--- config.mk ---
export PLATFORM = sky130hd
export DESIGN_NAME = adc_capture_ctrl
export DESIGN_NICKNAME = d
export VERILOG_FILES = /design/src/rtl/adc_capture_ctrl_pkg.sv /design/src/rtl/adc_capture_ctrl_sync.sv /design/src/rtl/adc_capture_ctrl.sv
export SDC_FILE = /design/constraint.sdc
export NUM_CORES = 1
export LEC_CHECK = 0
export CAP_MARGIN = 20
export CORE_UTILIZATION = 50
export CTS_CLUSTER_SIZE = 30
export DETAILED_ROUTE_END_ITERATION = 10
export PLACE_DENSITY = 0.81
export SYNTH_ARGS = -nofsm -noshare
export SYNTH_HDL_FRONTEND = slang
export SYNTH_HIERARCHICAL = 1
export SYNTH_SLANG_ARGS = --single-unit
--- constraint.sdc ---
create_clock -name clk -period 2.9 [get_ports clk]
set_clock_uncertainty 0.1 [all_clocks]
set_input_delay 0.87 -clock clk [delete_from_list [all_inputs] [get_ports clk]]
set_output_delay 0.87 -clock clk [all_outputs]
set_load 0.02 [all_outputs]
--- src/rtl/adc_capture_ctrl_pkg.sv ---
// Shared definitions for the ADC capture controller: FSM state encoding and
// parameter defaults, reused by the capture block and the display/readback logic.
package adc_capture_ctrl_pkg;

    typedef enum logic [2:0] {
        IDLE      = 3'd0,
        START     = 3'd1,
        WAIT_INTR = 3'd2,
        READ      = 3'd3,
        LATCH     = 3'd4
    } adc_state_t;

    localparam int DEF_SAMPLE_DIV      = 1_000_000;
    localparam int DEF_WR_LOW_CYCLES   = 10;
    localparam int DEF_RD_SETUP_CYCLES = 20;
    localparam int DEF_INTR_TIMEOUT    = 20_000;
    localparam int DEF_ADDR_W          = 10;

    // Largest of three cycle counts, used to size the shared phase counter.
    function automatic int max3(input int a, input int b, input int c);
        int m;
        m = (a > b) ? a : b;
        return (m > c) ? m : c;
    endfunction

endpackage

--- src/rtl/adc_capture_ctrl_sync.sv ---
// Two-flop synchronizer for an asynchronous single-bit input.
// Both flops load RESET_VAL on reset so an idle-high input reads as idle.
module adc_capture_ctrl_sync #(
    parameter logic RESET_VAL = 1'b1
) (
    input  logic clk,
    input  logic reset,
    input  logic din,
    output logic dout
);

    logic meta;

    // Two-stage resynchronization into the clk domain.
    always_ff @(posedge clk) begin
        if (reset) begin
            meta <= RESET_VAL;
            dout <= RESET_VAL;
        end else begin
            meta <= din;
            dout <= meta;
        end
    end

endmodule

--- src/rtl/adc_capture_ctrl.sv ---
// Periodic capture controller for an 8-bit parallel ADC with WR/INTR/RD
// handshake. Each sample tick starts one conversion; the result is written
// to a circular sample memory. All ADC strobes come straight from flops.
module adc_capture_ctrl
    import adc_capture_ctrl_pkg::*;
#(
    parameter int SAMPLE_DIV      = DEF_SAMPLE_DIV,
    parameter int WR_LOW_CYCLES   = DEF_WR_LOW_CYCLES,
    parameter int RD_SETUP_CYCLES = DEF_RD_SETUP_CYCLES,
    parameter int INTR_TIMEOUT    = DEF_INTR_TIMEOUT,
    parameter int ADDR_W          = DEF_ADDR_W
) (
    input  logic              clk,
    input  logic              reset,
    input  logic              enable,
    input  logic [7:0]        adc_data,
    input  logic              adc_intr_n,
    output logic              adc_cs_n,
    output logic              adc_wr_n,
    output logic              adc_rd_n,
    output logic              mem_we,
    output logic [ADDR_W-1:0] mem_addr,
    output logic [7:0]        mem_din,
    output logic              sample_valid,
    output logic              wrap_pulse,
    output logic              busy,
    output logic              timeout_err,
    output logic              overrun_err
);

    localparam int DIV_W     = (SAMPLE_DIV > 1) ? $clog2(SAMPLE_DIV) : 1;
    localparam int PHASE_MAX = max3(WR_LOW_CYCLES, RD_SETUP_CYCLES, INTR_TIMEOUT);
    localparam int PHASE_W   = $clog2(PHASE_MAX + 1);

    localparam logic [DIV_W-1:0]   DIV_LAST = DIV_W'(SAMPLE_DIV - 1);
    localparam logic [PHASE_W-1:0] WR_LAST  = PHASE_W'(WR_LOW_CYCLES - 1);
    localparam logic [PHASE_W-1:0] RD_LAST  = PHASE_W'(RD_SETUP_CYCLES - 1);
    localparam logic [PHASE_W-1:0] TO_LAST  = PHASE_W'(INTR_TIMEOUT - 1);

    adc_state_t         state;
    adc_state_t         state_next;
    logic [DIV_W-1:0]   div_cnt;
    logic [PHASE_W-1:0] phase;
    logic               tick;
    logic               intr_sync;
    logic               timeout_hit;
    logic               cs_n_next;
    logic               wr_n_next;
    logic               rd_n_next;
    logic               latch_next;

    // The end-of-conversion line is asynchronous to clk.
    adc_capture_ctrl_sync #(
        .RESET_VAL (1'b1)
    ) u_intr_sync (
        .clk   (clk),
        .reset (reset),
        .din   (adc_intr_n),
        .dout  (intr_sync)
    );

    assign tick = enable && (div_cnt == DIV_LAST);
    assign busy = (state != IDLE);

    // Sample-rate divider: free-runs while enabled, parked at zero otherwise.
    always_ff @(posedge clk) begin
        if (reset || !enable || tick) begin
            div_cnt <= '0;
        end else begin
            div_cnt <= div_cnt + 1'b1;
        end
    end

    // Next-state and next-strobe decode; strobes are registered from this.
    always_comb begin
        state_next  = state;
        timeout_hit = 1'b0;
        unique case (state)
            IDLE:      if (tick) state_next = START;
            START:     if (phase == WR_LAST) state_next = WAIT_INTR;
            WAIT_INTR: begin
                if (!intr_sync) begin
                    state_next = READ;
                end else if (phase == TO_LAST) begin
                    state_next  = IDLE;
                    timeout_hit = 1'b1;
                end
            end
            READ:      if (phase == RD_LAST) state_next = LATCH;
            LATCH:     state_next = IDLE;
            default:   state_next = IDLE;
        endcase
        cs_n_next  = !((state_next == START) || (state_next == WAIT_INTR) || (state_next == READ));
        wr_n_next  = (state_next != START);
        rd_n_next  = (state_next != READ);
        latch_next = (state_next == LATCH);
    end

    // State register plus per-state cycle counter, restarted on every transition.
    always_ff @(posedge clk) begin
        if (reset) begin
            state <= IDLE;
            phase <= '0;
        end else begin
            state <= state_next;
            if ((state_next != state) || (state == IDLE)) begin
                phase <= '0;
            end else begin
                phase <= phase + 1'b1;
            end
        end
    end

    // Registered strobes, memory write port and sticky error flags.
    always_ff @(posedge clk) begin
        if (reset) begin
            adc_cs_n     <= 1'b1;
            adc_wr_n     <= 1'b1;
            adc_rd_n     <= 1'b1;
            mem_we       <= 1'b0;
            sample_valid <= 1'b0;
            wrap_pulse   <= 1'b0;
            mem_addr     <= '0;
            mem_din      <= '0;
            timeout_err  <= 1'b0;
            overrun_err  <= 1'b0;
        end else begin
            adc_cs_n     <= cs_n_next;
            adc_wr_n     <= wr_n_next;
            adc_rd_n     <= rd_n_next;
            mem_we       <= latch_next;
            sample_valid <= latch_next;
            wrap_pulse   <= latch_next && (&mem_addr);
            if ((state == READ) && latch_next) begin
                mem_din <= adc_data;
            end
            if (state == LATCH) begin
                mem_addr <= mem_addr + 1'b1;
            end
            if (timeout_hit) begin
                timeout_err <= 1'b1;
            end
            if (tick && busy) begin
                overrun_err <= 1'b1;
            end
        end
    end

endmodule

# Yosys cells after proc, flatten, opt, wreduce, memory -nomap -nowiden
# Index checks and enable logic that the tools add are counted.
# op_classes
n_addsub,3
n_eq_ne,15
n_mux,9
n_reduce_logical,15
# ops
cell,n
$add A20 B1 Y20 const B,1
$eq A20 B20 Y1 const B,1
$add A15 B1 Y15 const B,1
$eq A15 B15 Y1 const B,1
$eq A15 B4 Y1 const B,1
$eq A15 B5 Y1 const B,1
$mux W3,5
$eq A3 B2 Y1 const B,4
$pmux W3 S4,1
$add A10 B1 Y10 const B,1
$reduce_and A10 Y1,1
$eq A3 B1 Y1 const B,2
$eq A3 B3 Y1 const B,2
$logic_or A1 B1 Y1,5
$logic_and A1 B1 Y1,4
$logic_not A3 Y1,1
$mux W1,3
$ne A3 B1 Y1 const B,1
$ne A3 B2 Y1 const B,1
$ne A3 B3 Y1,1
$reduce_bool A3 Y1,1
$logic_not A1 Y1,2
$reduce_or A2 Y1,1
# totals
reg_bits,65
in_bits,12
output_inout_bits,27
word_cells,56

# Longest topological paths before layout
# Gate-level depths: netlist of run 1.
# depth
ltp_word,8
ltp_mapped,9
mapped_depth_nobuf,8

# Modules after synthesis
# The synthesis of run 1 kept the hierarchy.
# by_module_without_submodules
module,n_inst,cells_per_inst,area_each_um2,seq_area_each_um2
adc_capture_ctrl,1,306,2772.7,1261.2
adc_capture_ctrl_sync,1,4,52.6,40.0

# Least setup slack after synthesis of run 1
# OpenSTA, ideal clock, no wires.
# synth_path
kind,input to register
start,in enable
end,reg adc_wr_n
setup_time_ns,0.127
t_arrival_ns,1.940
required_time_ns,2.673
path_slack_ns,0.733
cell_stages,6
n_path_buf,0
cell_sequence,and3b_1 nand4_1 or2_1 o311ai_2 nand2b_1 or3_1
# synth_via
elab_chain_len,4
# synth_rtl
item,line_no,source
start: declaration,adc_capture_ctrl.sv:15,"input logic enable,"
$logic_and A1 B1 Y1,adc_capture_ctrl.sv:62,assign tick = enable && (div_cnt == DIV_LAST);
$mux W3,adc_capture_ctrl.sv:79,IDLE: if (tick) state_next = START;
$pmux W3 S4,adc_capture_ctrl.sv:78,unique case (state)
$ne A3 B1 Y1,adc_capture_ctrl.sv:94,wr_n_next = (state_next != START);
end signal: assignment,adc_capture_ctrl.sv:129,adc_wr_n <= wr_n_next;
end: declaration,adc_capture_ctrl.sv:19,"output logic adc_wr_n,"
# Every way passes these cells.
# A chain may end at the register's enable or synchronous reset.

# Worst setup path in the final report of run 1
# layout_path
start,reg state[2]
end,out busy
# layout_via
elab_chain_len,1
# layout_rtl
item,line_no,source
start: declaration,adc_capture_ctrl.sv:40,adc_state_t state;
start signal: assignment,adc_capture_ctrl.sv:105,state <= state_next;
$reduce_bool A3 Y1,adc_capture_ctrl.sv:63,assign busy = (state != IDLE);
end: declaration,adc_capture_ctrl.sv:26,"output logic busy,"
# Every way passes these cells.

==> results of run 1 <==
power by group:
part	switching, W	leakage [nW]	internal (W)
Sequential	0.00000177	0.524	0.000895
Clock	0.000320	0.116	0.000550
Combinational	0.0000139	0.555	0.0000173
metal layers:
| metal | wire length [um] | share of wire (%) |
|---|---|---|
| met1 | 2470 | 48 |
| met4 | 119 | 2.3 |
| met3 | 134 | 2.6 |
| met5 | 0 | 0 |
| met2 | 2440 | 47 |
kinds of logic (layout without fill, tap and decap cells):
| family | after synthesis | count (layout) | synth area share [%] |
|---|---|---|---|
| xor gates and xnor gates | 35 | 35 | 10.9 |
| buffers and inverters | 17 | 63 | 2.75 |
| muxes | 9 | 9 | 3.19 |
| adders and majority gates | 4 | 4 | 1.77 |
| and+or+nand+nor | 159 | 159 | 30.3 |
| AOI/OAI and AO/OA | 21 | 21 | 5.09 |
| DFF | 65 | 65 | 46.1 |
worst max-delay path, stage by stage, from the launching register on:
cell and delay (ns):
dfxtp_1 0.41, or3_1 0.42, clkdlybuf4s50_1 0.56
path summary, 6_finish.rpt:
check | startpoint | endpoint | slack (ns) | cells after the start
min | u_intr_sync/meta | u_intr_sync/dout | 0.32 | 1
max reg2reg | phase[0] | phase[4] | 0.51 | 8
max | state[2] | busy | 0.19 | 2
min reg2reg | u_intr_sync/meta | u_intr_sync/dout | 0.32 | 1
area by class of cell:
type / instances / share of cell area (%)
multi-input cells: 228 / 41.3
flip-flops and latches: 65 / 37.2
repair buffers: 42 / 11.7
clock buffers: 13 / 4.83
well taps: 72 / 2.57
clock inverters: 2 / 1.72
inverters: 6 / 0.644
flip-flops by register name (all words and copies together), names as in the netlist:
name              count
div_cnt              20
phase                15
mem_addr             10
mem_din               8
state                 3
adc_cs_n              1
adc_rd_n              1
adc_wr_n              1
overrun_err           1
sample_valid          1
timeout_err           1
u_intr_sync/dout      1
u_intr_sync/meta      1
wrap_pulse            1
metrics by stage:
| step | total power (W) | instances | cell area (sq um) |
|---|---|---|---|
| 6_report | 0.00180 | 428 | 3500 |
| 5_1_grt | 0.00185 | 428 | 3500 |
| 4_1_cts | 0.00181 | 428 | 3500 |
| 3_5_place_dp | 0.000948 | 413 | 3270 |
| 3_3_place_gp | 0.000948 | 413 | 3270 |
| 2_1_floorplan | 0.000929 | 310 | 2830 |
cell usage in the layout, fill, tap and decap left out, types with 9 or more instances in the layout:
cell             netlist  routed
nand4_1                9       9
mux2i_1                9       9
xnor2_1               14      14
nor2_1                63      63
xor2_1                21      21
dfxtp_1               65      65
nand2_1               16      16
clkdlybuf4s50_1        0      38
nand3_1               17      17
clkbuf_8               0      12
==> metrics.txt, run 1 <==
clock latency on the worst-skew pair=between 0.3 and 0.4 ns; PortBufs=38; critical path launch point type=register; FF/Latch Area=0.00130 sq mm; Fillers=474; Syn Area/Cell=around 9.1 sq um; unrepaired setup endpoints after global routing=false; Placer Congestion=between 0.7 and 0.8; critical path data required time=roughly 1.9 ns; #FFs+latches synth=65; pin count of the biggest net entering global routing=32; multi-input combinational cell area=~0.0014 sq mm; DR vias=2236; layout cell share with drive strength beyond 1=a little under 9%; Die H=77.2 um; Cell variety after synth=45; synth warn=6; drt first pass iters=4; final setup margin=between 0.15 and 0.2 ns; number of gates resized after cts=0; GRT met3 Usage=3.93%; final hold slack=around 0.32 ns; Final Net Count=about 370; Detailed Place HPWL=approximately 3600 um; CTS root buf=clkbuf_8; DP Worst Slack=0.0597 ns; fin util=between 60% and 70%; CTS Buffer Depth=2; Core ar.=roughly 0.0055 sq mm; Synth Instances=310; Area Overhead vs Synth=23.9%; Setup Fix Bufs, Post-CTS=0; Hold Crit Class=register to register; clock period minus worst slack=roughly 2.7 ns; crit path DAT=1.74 ns; wire per inst=12.1 um; worst vdd ir=430 uV; GR Overflow Total=0; WL final=a little over 5000 um; drc violations=0; top-count cell post-synth=dfxtp_1; final setup vio count=0; first-pass GRT wire length=slightly above 9000 um; PwrDens=around 510 mW/mm^2; Hold Buf Count CTS=0; global-route usage over all layers=roughly a fifth; EDFF count, synth=0; Setup Total Neg Slack=0 ns; Starting DRT DRC Count=79; Die Wd=about 77 um; antenna viol nets, final=0; die area=just under 0.006 sq mm; ys async rst share=0%; Post-Syn Area=around 0.0028 sq mm; Num CTS Buffers=9; CTS clock-pin slew for the worst setup and hold paths=roughly 0.06 ns; Synth Net Count=326; Yosys top cell by area=dfxtp_1; leakage=1.19 nW; Top FF cell, synth=dfxtp_1; CP Class=register to output port; met2 usage=roughly 31%; post-synth top area share=46.1%; max_slew headroom=about 62%; worst-path fanout max=13; Slew @ Worst Pin=~0.56 ns; synth top area cells=dfxtp_1 (46%), nor2_1 (8.4%), xor2_1 (6.5%); Final Hold Viols=0; H-tree lvl count=3; endpoint class of the critical path=output port; IO Pins=39; post-synthesis sequential area ratio=between 40 and 50%; Synth top cells by count=dfxtp_1 (65), nor2_1 (63), xor2_1 (21); Max Slew Vio Count=0; Vias/cell=around 5.2; Final Cycle Share=93.3%; number of diodes=0; vias in the first global route=roughly 2100; clock sink count=65; Initial Util=51.6%; busiest grt layer=met2; initial antenna violation count=0; status=completed; Row Count=27; Max Fclk=0.370 GHz; Max Cap Violations=0; CTS tree=yes; met1 Use GR=between 20% and 30%
(Power assumes the default switching activity.)
==> run 2, diff against run 1 <==
--- a/config.mk
+++ b/config.mk
@@ -9,6 +9,7 @@
 export CORE_UTILIZATION = 50
 export CTS_CLUSTER_SIZE = 30
 export DETAILED_ROUTE_END_ITERATION = 10
+export GPL_TIMING_DRIVEN = 0
 export PLACE_DENSITY = 0.81
 export SYNTH_ARGS = -nofsm -noshare
 export SYNTH_HDL_FRONTEND = slang
==> run 2 against run 1 <==
Compared with the run above:
- non-clock buffer count is 7 higher
- largest cell class unchanged
- flip-flop and latch count stayed put
- highest routed layer unchanged
- critical path depth is 1 higher
==> metrics.txt, run 2 (synthesized netlist as in run 1, its figures left out) <==
Area Overhead vs Synth=24.1%; CP Buf/Inv Count=2 (+1); GRT met3 Usage=6.67% (+2.7 points); IO Pins=39 (unchanged); Worst Setup EP=busy; wire per inst=12.7 um (+5.2%); Setup crit start=state[2]; delay-heaviest family, CP=buffers and inverters; commonest cells after routing, fill and taps aside=dfxtp_1 (65), nor2_1 (63), clkdlybuf4s50_1 (38), xor2_1 (21), nand3_1 (17); clock latency on the worst-skew pair=0.35 ns (about the same); met2 usage=31.2% (+0.18 points); pin count of the biggest net entering global routing=11 (-66%); CTS root buf=clkbuf_8; critical path data required time=1.93 ns (about the same); Die Wd=77.2 um (unchanged); Largest regs=div_cnt x20, phase x15, mem_addr x10; Core ar.=0.00547 sq mm (unchanged); worst-path fanout max=10 (-3); final setup margin=0.101 ns (-0.0940 ns); PwrDens=502 mW/mm^2 (-2.4%); critical path launch point type=register; Final Net Count=375 (+1.9%); Max stage delay cell, worst path=clkdlybuf4s50_1; Top reg by flops=div_cnt; Starting DRT DRC Count=92 (+16%); unrepaired setup endpoints after global routing=false; commonest non-fill, non-tap cell in the layout=dfxtp_1; Reg2Reg Setup Slack=0.59 ns (+0.08 ns); Num CTS Buffers=9 (unchanged); Initial Util=51.6% (unchanged); area post-placement=0.00330 sq mm (+0.76%); met1 Use GR=23.7% (+0.20 points); Slew @ Worst Pin=0.534 ns (-0.0258 ns); GR Overflow Total=0 (unchanged); H-tree lvl count=3 (unchanged); FF-to-FF Start=phase[0]; first-pass GRT wire length=9260 um (+2.2%); Max Slew Vio Count=0 (unchanged); crit-path cells=buf_2 > or3_1 > clkdlybuf4s50_1; clock period minus worst slack=2.80 ns (+0.0940 ns); CTS clock-pin slew for the worst setup and hold paths=0.07 ns (about the same); Final Hold Viols=0 (unchanged); die area=0.00596 sq mm (unchanged); leakage=1.20 nW (+0.52%); DP Worst Slack=0.0625 ns (+0.00282 ns); max_slew headroom=64.1% (+1.7 points); Die H=77.2 um (unchanged); CP Class=register to output port; layout cell share with drive strength beyond 1=8.54% (-0.17 points); crit path DAT=1.83 ns (+0.09 ns); max incr delay on CP=0.56 ns (about the same); Hold Path Depth=1 (unchanged); Largest register FFs=20 (unchanged); Max Fclk=0.357 GHz (-3.4%); antenna viol nets, final=0 (unchanged); clock sink count=65 (unchanged); DR vias=2259 (+1.0%); HP Start=u_intr_sync/meta; CTS tree=yes; RR Endpoint=phase[6]; Max Cap Violations=0 (unchanged); WL final=5520 um (+6.9%); number of diodes=0 (unchanged); Hold Crit Class=register to register; worst vdd ir=385 uV (-10%); critical path depth in cells=3 (+1); status=completed; CTS Buffer Depth=2 (unchanged); Placer Congestion=0.824 (+6.6%); Row Count=27 (unchanged); Vias/cell=5.19 (-0.60%); Setup Total Neg Slack=0 ns (unchanged); final setup vio count=0 (unchanged); PortBufs=38 (unchanged); vias in the first global route=2085 (-1.7%); global-route usage over all layers=19.9% (+0.81 points); busiest grt layer=met2; endpoint class of the critical path=output port; Detailed Place HPWL=3880 um (+7.2%); drt first pass iters=4 (unchanged); Layout Cell Area excl Fill=0.00351 sq mm (+0.21%); initial antenna violation count=0 (unchanged); Final Cycle Share=96.5% (+3.2 points); drc violations=0 (unchanged); cell depth of the worst flop-to-flop path=8 (unchanged)
-- run 2: worst min-delay path by stage --
stage and endpoint:
2_1_floorplan u_intr_sync/dout, 3_3_place_gp u_intr_sync/dout, 3_5_place_dp u_intr_sync/dout, 4_1_cts u_intr_sync/dout, 5_1_grt u_intr_sync/dout, 6_report u_intr_sync/dout
-- run 2: area by class of cell --
| class | instances | area, sq um |
|---|---|---|
| fillers | 451 | 1970 |
| multi-input cells | 228 | 1450 |
| flip-flops and latches | 65 | 1300 |
| repair buffers | 38 | 380 |
| clock buffers | 12 | 145 |
| well taps | 72 | 90.1 |
| clock inverters | 3 | 65.1 |
| plain buffers | 11 | 56.3 |
| inverters | 6 | 22.5 |
-- run 2: stage by stage --
step                util (%)  std cells  total power (W)  hold slack [ns]
global placement        60.2        420         0.000949            0.293
floorplan                  -        310         0.000929            0.285
CTS                     64.1        435          0.00178            0.312
global route            64.1        435          0.00182            0.328
detailed placement      60.2        420         0.000949            0.295
finish                  64.1        435          0.00176            0.310
-- run 2: what timing repair did --
item,4_1_cts,5_1_grt
endpoints found under the setup margin,0,1
setup buffers,0,0
hold buffers,0,0
gates resized for setup,0,2
-- run 2: report_power, final --
| group | total (W) | internal (W) | switching [W] | leakage (nW) |
|---|---|---|---|---|
| Clock | 0.000829 | 0.000502 | 0.000327 | 0.106 |
| Combinational | 0.0000326 | 0.0000170 | 0.0000156 | 0.570 |
| Sequential | 0.000897 | 0.000895 | 0.00000201 | 0.524 |
-- run 2: layer usage --
metal | vias to the layer above | wire length, um
met5 | - | 0
li1 | 1158 | -
met2 | 43 | 2550
met1 | 1043 | 2580
met4 | 0 | 149
met3 | 15 | 243
==> RTL change 1 (settings of run 2) <==
The package constant `DEF_ADDR_W` goes from 10 to 11.
--- a/src/rtl/adc_capture_ctrl_pkg.sv
+++ b/src/rtl/adc_capture_ctrl_pkg.sv
@@ -16,3 +16,3 @@
     localparam int DEF_INTR_TIMEOUT    = 20_000;
-    localparam int DEF_ADDR_W          = 10;
+    localparam int DEF_ADDR_W          = 11;
 
Ports: changed (resized mem_addr); port bits go from 39 to 40. The function was not compared with the original's and may differ.
==> RTL change 1 against run 2 <==
Worst setup slack better by 0.063 ns; cell area is 4.6% higher; final cell count is 5.3% higher; area after synthesis is 6.8% higher; sequential power is 2% higher; sequential cell count is 1 higher; power is 8.6% lower; critical path type unchanged; wire length is 8.6% higher.
==> RTL change 1: results (changes against run 2) <==
CP max-delay cell clkdlybuf4s50_1; nets 398 (+6.1%); drt pass-1 iters 4 (unchanged); CTS Root Cell clkbuf_8; Iteration-0 DRC Markers 86 (-6.5%); reg2reg path depth 7 (-1); post-synthesis compound-gate area fraction 8.50% (+3.4 points); All-Layer GR Usage 20.7% (+0.82 points); Leakage 0.00130 uW (+8.4%); xor-xnor portion of the synthesized cell area 11.3% (+0.47 points); Post-CTS Setup Bufs 0 (unchanged); vias 2444 (+8.2%); Top Family by Delay on Critical Path buffers and inverters; max incr delay on CP 0.57 ns; internal power 1270 uW (-9.9%); status finished, final reports clean; largest net degree at the start of global routing 11 (unchanged); Area contributors post-synth dfxtp_1 44%, nor2_1 7.6%, xnor2_1 7.0%; Cell variety after synth 46 (+2.2%); first-pass GRT wire length 10200 um (+10%); Worst VDD drop 0.283 mV (-27%); pre-CTS WS -0.142 ns (-0.204 ns); post-synthesis mux area share 2.99% (-0.20 points); initial antenna violation count 0 (unchanged); Mapped Nets 348 (+6.7%); Regs by FF count div_cnt (20), phase (15), mem_addr (11); H-tree levels 3 (unchanged); Crit Path Max Fanout 9 (-1); layout cell share with drive strength beyond 1 8.29% (-0.25 points); adder-cell share of the synthesized area 1.66% (-0.11 points); worst slew pin tran 0.531 ns (-0.00335 ns); GP Congestion 0.904 (+9.8%); commonest cells in the netlist 66 x dfxtp_1, 61 x nor2_1, 24 x xnor2_1; Worst Path Arrival 1.77 ns (-0.06 ns); Post-DP HPWL 4380 um (+13%); register area share after synthesis 43.8% (-2.3 points); Fillers 472 (+4.7%); final WL 5990 um (+8.6%); Port Buffers 39 (+2.6%)
RTL change 1: cell count changes in the layout (fill, tap and decap cells not counted), sizes merged, moves of 3 or more:
cell,run 2,this run
a211oi,0,8
nor4b,4,0
nand2b,3,0
inv,6,11
xnor2,14,24
xor2,21,15
nor2,64,61
nor4,5,9
buf,4,7
RTL change 1: power groups by stage:
stage | combinational [uW] | sequential (uW) | clock, uW
2_1_floorplan | 13.1 | 931 | 0
3_3_place_gp | 32.3 | 931 | 0
3_5_place_dp | 32.9 | 931 | 0
4_1_cts | 33.0 | 911 | 686
5_1_grt | 36.0 | 911 | 725
6_report | 32.4 | 911 | 664
RTL change 1: worst register-to-register path, stage by stage, from the launching register on:
cell and delay (ns):
dfxtp_1 0.35, nor4_1 0.52, and4_1 0.26, buf_2 0.15
a21o_1 0.18, buf_2 0.24, o311ai_0 0.17, nand3b_1 0.11
RTL change 1: final cells by class:
cell class / count / area share (%)
Buffer: 15 / 2.39
Clock buffer: 12 / 4.23
Clock inverter: 3 / 0.409
Inverter: 11 / 1.13
Multi-Input combinational cell: 240 / 42.7
Sequential cell: 66 / 36.0
Tap cell: 72 / 2.46
Timing Repair Buffer: 39 / 10.6
RTL change 1: stage by stage:
step | power (uW) | setup TNS [ns] | instances | instance area (um2) | hold WS, ns
after floorplan | 944 | 0 | 332 | 3020 | 0.285
after global placement | 964 | -0.593 | 443 | 3500 | 0.294
after detailed placement | 964 | -0.998 | 443 | 3500 | 0.298
after CTS | 1630 | 0 | 458 | 3670 | 0.326
after global routing | 1670 | 0 | 458 | 3670 | 0.362
final | 1610 | 0 | 458 | 3670 | 0.319
RTL change 1: worst paths after layout:
kind | slack (ns) | start | to
worst max-delay path | 0.16 | state[2]$_SDFF_PP0_ | busy
worst min-delay path | 0.32 | u_intr_sync/meta$_SDFF_PP1_ | u_intr_sync/dout$_SDFF_PP1_
worst max register to register | 0.75 | phase[6]$_SDFF_PP0_ | adc_cs_n$_SDFF_PP1_
worst min register to register | 0.32 | u_intr_sync/meta$_SDFF_PP1_ | u_intr_sync/dout$_SDFF_PP1_
RTL change 1: cell families (layout without fill, tap and decap cells):
| kind of cell | Yosys count | after routing |
|---|---|---|
| AO/OA/AOI/OAI | 30 | 30 |
| XOR/XNOR | 39 | 39 |
| adder cells (fa/ha/maj) | 4 | 4 |
| buffers and inverters | 26 | 80 |
| flip-flops | 66 | 66 |
| multiplexers | 9 | 9 |
| AND/OR/NAND/NOR | 158 | 158 |
RTL change 1: layer usage:
metal	vias to the layer above	track usage [%]	wire, um
met5	-	0	0
met4	0	11.3	104
met3	13	4.91	190
met2	30	36.1	2980
met1	1156	23.1	2710
li1	1245	-	-
==> RTL change 2 (settings of run 2) <==
Without the edit above. Put one more register stage on the output `timeout_err`, cleared by the reset. The value now appears one clock later. The other outputs are not delayed to match.
--- a/src/rtl/adc_capture_ctrl.sv
+++ b/src/rtl/adc_capture_ctrl.sv
@@ -38,2 +38,4 @@
     localparam logic [PHASE_W-1:0] TO_LAST  = PHASE_W'(INTR_TIMEOUT - 1);
+
+    logic timeout_err_s0;
 
@@ -124,3 +126,3 @@
             mem_din      <= '0;
-            timeout_err  <= 1'b0;
+            timeout_err_s0 <= 1'b0;
             overrun_err  <= 1'b0;
@@ -140,3 +142,3 @@
             if (timeout_hit) begin
-                timeout_err <= 1'b1;
+                timeout_err_s0 <= 1'b1;
             end
@@ -148,2 +150,10 @@
 
+    always_ff @(posedge clk) begin
+        if (reset) begin
+            timeout_err <= '0;
+        end else begin
+            timeout_err <= timeout_err_s0;
+        end
+    end
+
 endmodule
Function: same outputs for any inputs over 10 cycles, from zero or initial values and one cycle with reset high; that may be too few to reach the edited logic, so the function may still have changed.
==> RTL change 2 against run 2 <==
Final cell count is 0.46% higher; cell area is 0.39% lower; sequential share of layout area is 0.72 points higher; power is 8.6% lower; area after synthesis is 0.93% higher; worst setup slack better by 0.021 ns; critical path depth stayed put; global-route usage is 0.57 points lower; sequential cell count is 1 higher; wire length is 0.72% lower; die area is 0.91% higher; largest cell class unchanged; highest routed layer unchanged.
==> RTL change 2: results (changes against run 2) <==
Post-DP HPWL 3960 um (+1.9%); Iteration-0 DRC Markers 103 (+12%); first-pass GRT wire length 9010 um (-2.7%); hold crit path type reg -> reg; Area contributors post-synth dfxtp_1 46%, nor2_1 8.3%, xor2_1 6.5%; Fillers 463 (+2.7%); Cell variety after synth 46 (+2.2%); All-Layer GR Usage 19.4% (-0.57 points); met2 wire length 2630 um (+3.4%); nets 377 (+0.53%); commonest cells in the netlist 66 x dfxtp_1, 63 x nor2_1, 21 x xor2_1; Port Buffers 38 (unchanged); post-DR vias/cell 5.20 (+0.20%); worst rel slew slack 62.9% (-1.2 points); max incr delay on CP approximately 0.55 ns; Leakage 0.00120 uW (-0.34%); hold path cells 1 (unchanged); Longest Clk Path Bufs 2 (unchanged); wl on met1 2580 um (-0.19%); register area share after synthesis 46.3% (+0.28 points); final WL 5480 um (-0.72%); Mapped Nets 328 (+0.61%); number of global-route vias before repair 2139 (+2.6%); Worst Path Arrival 1.81 ns (-0.02 ns); Placement Cell Area 3320 um2 (+0.80%); most flop-heavy register div_cnt; GP Congestion 0.810 (-1.7%); yosys warns 6 (unchanged); Worst VDD drop 0.426 mV (+11%); worst skew pair latency 0.33 ns (-0.02 ns); layout cell share with drive strength beyond 1 8.77% (+0.23 points); status finished, final reports clean; reg2reg path depth 8 (unchanged); WL met3 219 um (-9.9%)
## RTL change 2: worst paths after layout
path | to | startpoint | slack [ns]
worst max register to register | phase[7]$_SDFF_PP0_ | phase[0]$_SDFF_PP0_ | 0.59
worst min-delay path | u_intr_sync/dout$_SDFF_PP1_ | u_intr_sync/meta$_SDFF_PP1_ | 0.30
worst min register to register | u_intr_sync/dout$_SDFF_PP1_ | u_intr_sync/meta$_SDFF_PP1_ | 0.30
worst max-delay path | busy | state[2]$_SDFF_PP0_ | 0.12
## RTL change 2: what timing repair did
| item | 4_1_cts | 5_1_grt |
|---|---|---|
| gates resized for setup | 0 | 2 |
| buffers inserted | 0 | 0 |
| setup endpoints to repair | 0 | 1 |
## RTL change 2: cell families after synthesis
family                   Yosys count  share of synthesized area, %
AND/OR/NAND/NOR                  160                          30.2
buffers and inverters             17                          2.72
multiplexers                       9                          3.16
XOR/XNOR                          35                          10.8
AO/OA/AOI/OAI                     21                          5.05
flip-flops                        66                          46.3
adder cells (fa/ha/maj)            4                          1.76
## RTL change 2: through the flow
stage | setup WS (ns) | hold slack (ns) | instances
after floorplan | 0.733 | 0.285 | 312
after global placement | 0.110 | 0.290 | 422
after detailed placement | 0.108 | 0.292 | 422
after CTS | 0.0811 | 0.307 | 437
after global routing | 0.0602 | 0.333 | 437
final | 0.122 | 0.305 | 437
## RTL change 2: power by group
group	internal [uW]	switching [uW]	total (uW)	leakage (uW)
clock	348	316	664	0.0000920
sequential	909	1.71	911	0.000532
combinational	17.0	16.4	33.4	0.000572
total	1270	334	1610	0.00120
## RTL change 2: worst register-to-register path: stages, from the launching register on
cell      delay [ns]
dfxtp_1         0.38
ha_1            0.25
nor4bb_1        0.35
nand4_2         0.22
a21oi_2         0.28
o311ai_0        0.21
o211ai_2        0.18
buf_6           0.20
nor2_1          0.05
## RTL change 2: final cells by class
class | count | area, um2 | area share (%)
multi-input combinational | 229 | 1450 | 41.6
sequential | 66 | 1320 | 37.8
timing repair buffer | 38 | 380 | 10.9
clock buffer | 12 | 155 | 4.44
tap | 72 | 90.1 | 2.58
buffer | 11 | 56.3 | 1.61
inverter | 6 | 22.5 | 0.645
clock inverter | 3 | 15.0 | 0.430
## RTL change 2: per-layer routing
| metal | vias up | global-route usage, % |
|---|---|---|
| li1 | 1161 | - |
| met1 | 1066 | 22.0 |
| met2 | 43 | 32.9 |
| met3 | 4 | 7.06 |
| met4 | 0 | 7.36 |
| met5 | - | 0 |
